File: config.mk
export PLATFORM = sky130hd
export DESIGN_NAME = pipeline_hazard_ctrl
export DESIGN_NICKNAME = d
export VERILOG_FILES = /design/src/rtl/pipeline_hazard_ctrl.sv
export SDC_FILE = /design/constraint.sdc
export NUM_CORES = 1
export LEC_CHECK = 0
export BUFFER_PORTS_ARGS = -buffer_cell sky130_fd_sc_hd__buf_2
export CAP_MARGIN = 20
export CORE_MARGIN = 8
export CORE_UTILIZATION = 31
export CTS_CLUSTER_DIAMETER = 30
export DETAILED_ROUTE_END_ITERATION = 8
export GPL_TIMING_DRIVEN = 0
export PLACE_DENSITY_LB_ADDON = 0.3
export SLEW_MARGIN = 20
export SYNTH_ARGS = -nofsm -noshare
export SYNTH_HDL_FRONTEND = slang
export SYNTH_SLANG_ARGS = --single-unit
export TNS_END_PERCENT = 1
File: constraint.sdc
create_clock -name CLK -period 1.3 [get_ports CLK]
set_input_delay 0.13 -clock CLK [delete_from_list [all_inputs] [get_ports CLK]]
set_output_delay 0.13 -clock CLK [all_outputs]
set_load 0.01 [all_outputs]
File: src/rtl/pipeline_hazard_ctrl.sv
// pipeline_hazard_ctrl: stall/flush controller for a 5-stage RISC-V pipeline.
// Priority each cycle is memory busy-wait, then taken branch in EX, then load-use.
// Ports:
//   CLK, RESET (synchronous, active-low)
//   ID_RS1/ID_RS2/ID_USES_RS1/ID_USES_RS2 : source operands of the instruction in ID
//   EX_MEM_READ/EX_RD                     : load in EX and its destination register
//   EX_BRANCH_TAKEN                       : PC redirect resolved in EX this cycle
//   IMEM_BUSY/DMEM_BUSY                   : memory busy-wait
//   *_STALL/*_FLUSH                       : hold/bubble controls for PC and pipeline registers
//   STALL_CNT/FLUSH_CNT                   : saturating statistics (only when PIPE_STATS_EN is defined)
// Optional feature macro: PIPE_STATS_EN
module pipeline_hazard_ctrl #(
    parameter int CNT_W = 32
) (
    input  logic             CLK,
    input  logic             RESET,
    input  logic [4:0]       ID_RS1,
    input  logic [4:0]       ID_RS2,
    input  logic             ID_USES_RS1,
    input  logic             ID_USES_RS2,
    input  logic             EX_MEM_READ,
    input  logic [4:0]       EX_RD,
    input  logic             EX_BRANCH_TAKEN,
    input  logic             IMEM_BUSY,
    input  logic             DMEM_BUSY,
    output logic             PC_STALL,
    output logic             IFID_STALL,
    output logic             IFID_FLUSH,
    output logic             IDEX_STALL,
    output logic             IDEX_FLUSH,
    output logic             EXMEM_STALL,
    output logic             MEMWB_STALL,
    output logic [CNT_W-1:0] STALL_CNT,
    output logic [CNT_W-1:0] FLUSH_CNT
);
    typedef enum logic [1:0] {RUN, BUBBLE, FLUSHED, WAIT} state_t;
    state_t state, state_nxt;
    logic busy, lu, br_fire, lu_fire;
    always_comb begin
        busy    = IMEM_BUSY | DMEM_BUSY;
        // ID holds either the re-issued consumer or a flushed NOP in BUBBLE/FLUSHED, so no new hazard can exist there
        lu      = (state == RUN || state == WAIT) && EX_MEM_READ && EX_RD != 5'd0 &&
                  ((ID_USES_RS1 && ID_RS1 == EX_RD) || (ID_USES_RS2 && ID_RS2 == EX_RD));
        br_fire = !busy && EX_BRANCH_TAKEN;
        lu_fire = !busy && !EX_BRANCH_TAKEN && lu;
    end
    always_ff @(posedge CLK)
        state <= !RESET ? RUN : state_nxt;
    always_comb
        state_nxt = busy ? WAIT : EX_BRANCH_TAKEN ? FLUSHED : lu ? BUBBLE : RUN;
    // While RESET is low every stall drops and both flushes clear the pipeline registers
    always_comb begin
        PC_STALL    = RESET && (busy || lu_fire);
        IFID_STALL  = RESET && (busy || lu_fire);
        IDEX_STALL  = RESET && busy;
        EXMEM_STALL = RESET && busy;
        MEMWB_STALL = RESET && busy;
        IFID_FLUSH  = !RESET || br_fire;
        IDEX_FLUSH  = !RESET || br_fire || lu_fire;
    end
`ifdef PIPE_STATS_EN
    always_ff @(posedge CLK)
        if (!RESET) begin
            STALL_CNT <= '0;
            FLUSH_CNT <= '0;
        end else begin
            if (PC_STALL && !(&STALL_CNT)) STALL_CNT <= STALL_CNT + CNT_W'(1);
            if (br_fire && !(&FLUSH_CNT)) FLUSH_CNT <= FLUSH_CNT + CNT_W'(1);
        end
`else
    assign STALL_CNT = '0;
    assign FLUSH_CNT = '0;
`endif
endmodule
==> metrics.md <==
| Metric | Value |
|---|---|
| Status | finished with violations |
| Failing checks | negative setup slack |
| Detailed-router iteration count before antenna repair | 4 |
| Total met2 wirelength after detailed routing | 905 um |
| DRT iter0 DRCs | 34 |
| Cell at the slowest stage of the critical path | or3_1 |
| Final instance area | 1209 um^2 |
| Static leakage power | 0.7941 nW |
| Crit-path max FO | 3 |
| Routed met3 length | 399 um |
| Worst path buffer plus inverter count | 1 |
| HPWL after detailed placement | 1861 um |
| Total gr overflow | 0 |
| Vias in the first global route | 645 |
| Worst Min Path Start | EX_BRANCH_TAKEN |
| Pwr Density | 476.9 nW/um^2 |
| Max clock buf depth | 2 |
| Clock insertion delay at the later pin of the skew report | 0.22 ns |
| Overall global routing resource usage | 0.08677 |
| Worst EP required | 1.17 ns |
| Arrival time worst endpoint | 1.42 ns |
| Antenna fix cells | 0 |
| Final setup viols | 3 |
| Maximum achievable frequency | 646.3 MHz |
| CTS tree | done |
| Leading cell type in the layout, fill and taps excluded | buf_4 |
| CP delay by family, top | simple AND/OR/NAND/NOR gates |
| Count of input and output buffers | 29 |
| Pin count of the biggest net entering global routing | 5 |
| Count of H-tree levels built during CTS | 1 |
| Cells after synthesis | 97 |
| Vias after detailed routing | 671 |
| Final net count | 218 |
| Clock period minus final worst setup slack | 1.547 ns |
| Peak supply drop | 0.0003360 V |
| Setup crit start | state[0] |
| Crit Reg-Reg Startpoint | state[0] |
| Root buf cell | clkbuf_4 |
| Type of the setup path with the least slack | register to output port |
| Clock transition at the registers of the reported paths | 0.03 ns |
| Worst Setup Start Kind | register |
| Instance count after placement with tap cells included | 219 |
| Layout cells sized above 1 | 0.5337 |
| Gpl congestion | 0.7630 |
| CORE AREA | 2387 um^2 |
| Starting density of the core | 0.3134 |
| Chip width | 65.13 um |
| Final max-slew violation count | 0 |
| Average wire per standard cell | 8.960 um |
| Synth Warn # | 0 |
| Sequential area share after synthesis | 0.05351 |
| Number of nets with antenna violations after detailed routing | 0 |
| Period utilization | 1.190 |
| Hold buffer count at CTS | 0 |
| Final wirelength | 1998 um |
| Syn avg cell area | 7.714 um^2 |
| Most frequent cells in the layout | buf_4 (68), conb_1 (64), buf_2 (29), xor2_1 (8) |
| Setup repair after global routing missed its margin | true |
| Wire length on met1 | 692 um |
| Number of flip-flops under the largest register name | 2 |
| Flip-flop and latch count after synthesis | 2 |
| Post-Synthesis Cell Area | 748.2 um^2 |
| Register name with the most flops | state |
| Cell-by-cell listing of the critical path | xnor2_1 > o211ai_2 > or3_1 > o21bai_1 > buf_2 |
| Sink count of the clock tree | 2 |
| Final-layout fill cell count | 257 |
| Unique cell type count in the Yosys netlist | 18 |
| Synth-to-Final Area Change | 61.54% |
| Reg-to-reg slack, setup | 0.39 ns |
| Post-Layout Cell Count | 223 |
| Global-route wire length before repair | 2911 um |
| Element type at the critical path end | output port |
| Post-detailed-placement cell area | 1172 um^2 |
| Number of antenna violations at the first check in global routing | 0 |
| Post-route worst setup slack | -0.2472 ns |
| Floorplan die area | 4242 um^2 |
| Clock Skew | 0.0008822 ns |
| DRC violations left | 0 |
| Delay of the slowest cell on the worst path | 0.32 ns |
| Number of cell rows | 18 |
| Count of pins on the block boundary | 94 |
| Worst min-delay path category | input pin to register |
| Minimum hold slack | 0.1481 ns |
| Final Hold Fails | 0 |
| Average via count per standard cell | 3.009 |
| Number of CTS-inserted buffers | 3 |
| # Max-Cap Violations | 0 |
| Max Used Layer | met3 |
| Die Y | 65.13 um |
| Sum of negative setup slack | -0.6382 ns |
| Top Registers | state: 2 flops |
==> cells by family after synthesis <==
family                    synth area share
AOI/OAI and AO/OA                  0.07692
xor gates and xnor gates            0.1288
buffers and inverters               0.6772
DFF                                0.05351
other                             0.005012
and+or+nand+nor                    0.05854
==> cell type report <==
cell class / instances / area [um^2] / share of cell area
Multi-Input combinational cell: 90 / 449.2 / 0.3716
Clock buffer: 3 / 22.52 / 0.01863
Sequential cell: 2 / 40.04 / 0.03313
Inverter: 1 / 3.754 / 0.003106
Timing Repair Buffer: 30 / 152.6 / 0.1263
Buffer: 67 / 503.0 / 0.4161
Tap cell: 30 / 37.54 / 0.03106
==> power breakdown <==
group	switching (mW)	internal, mW	total, mW	leakage (nW)
Sequential	0.00157	0.0662	0.0677	0.0168
Combinational	0.177	0.194	0.371	0.763
Clock	0.0354	0.102	0.137	0.0138
==> cells in the mapped netlist <==
| cell | n | share of area |
|---|---|---|
| xor2_1 | 8 | 0.094 |
| o21ai_0 | 1 | 0.0067 |
| o31a_1 | 1 | 0.012 |
| buf_4 | 67 | 0.67 |
| xnor2_1 | 3 | 0.035 |
| o211ai_2 | 1 | 0.017 |
| nor2_1 | 1 | 0.0050 |
| o31ai_1 | 2 | 0.020 |
| dfxtp_1 | 2 | 0.054 |
| a32oi_1 | 1 | 0.012 |
| or4_1 | 1 | 0.010 |
| nor4_1 | 2 | 0.017 |
| inv_1 | 1 | 0.0050 |
| and2_0 | 1 | 0.0084 |
| nand2_1 | 2 | 0.010 |
| conb_1 | 1 | 0.0050 |
| or3_1 | 1 | 0.0084 |
| o21bai_1 | 1 | 0.010 |
==> through the flow <==
stage / setup WS (ns) / utilization / power, mW
floorplan: -0.01120 / - / 0.3558
global placement: -0.2908 / 0.4911 / 0.4213
global route: -0.3598 / 0.5063 / 0.6342
CTS: -0.2840 / 0.5037 / 0.5722
finish: -0.2472 / 0.5063 / 0.5764
detailed placement: -0.2816 / 0.4911 / 0.4216
==> worst register-to-register path, cell delays in order (launching register included) <==
cell and delay, ns:
dfxtp_1 0.29, xnor2_1 0.18, o211ai_2 0.13, o31ai_1 0.21
==> per-layer routing <==
metal	global-route usage	vias to the layer above
met5	0	-
met4	0.02452	0
met3	0.08163	0
met2	0.1429	54
met1	0.07466	246
li1	-	371
==> path summary, 6_finish.rpt <==
path,depth (start not counted),end
min reg2reg,3,state[0]
max reg2reg,3,state[0]
max,5,IDEX_FLUSH
min,2,state[1]
==> what timing repair did <==
action / CTS / global route
pin swaps: 3 / 1
setup endpoints to repair: 3 / 3
buffers inserted: 1 / 0
gates resized for setup: 0 / 1
gates cloned: 0 / 0
No activity file was read; power rests on OpenSTA's default activity.
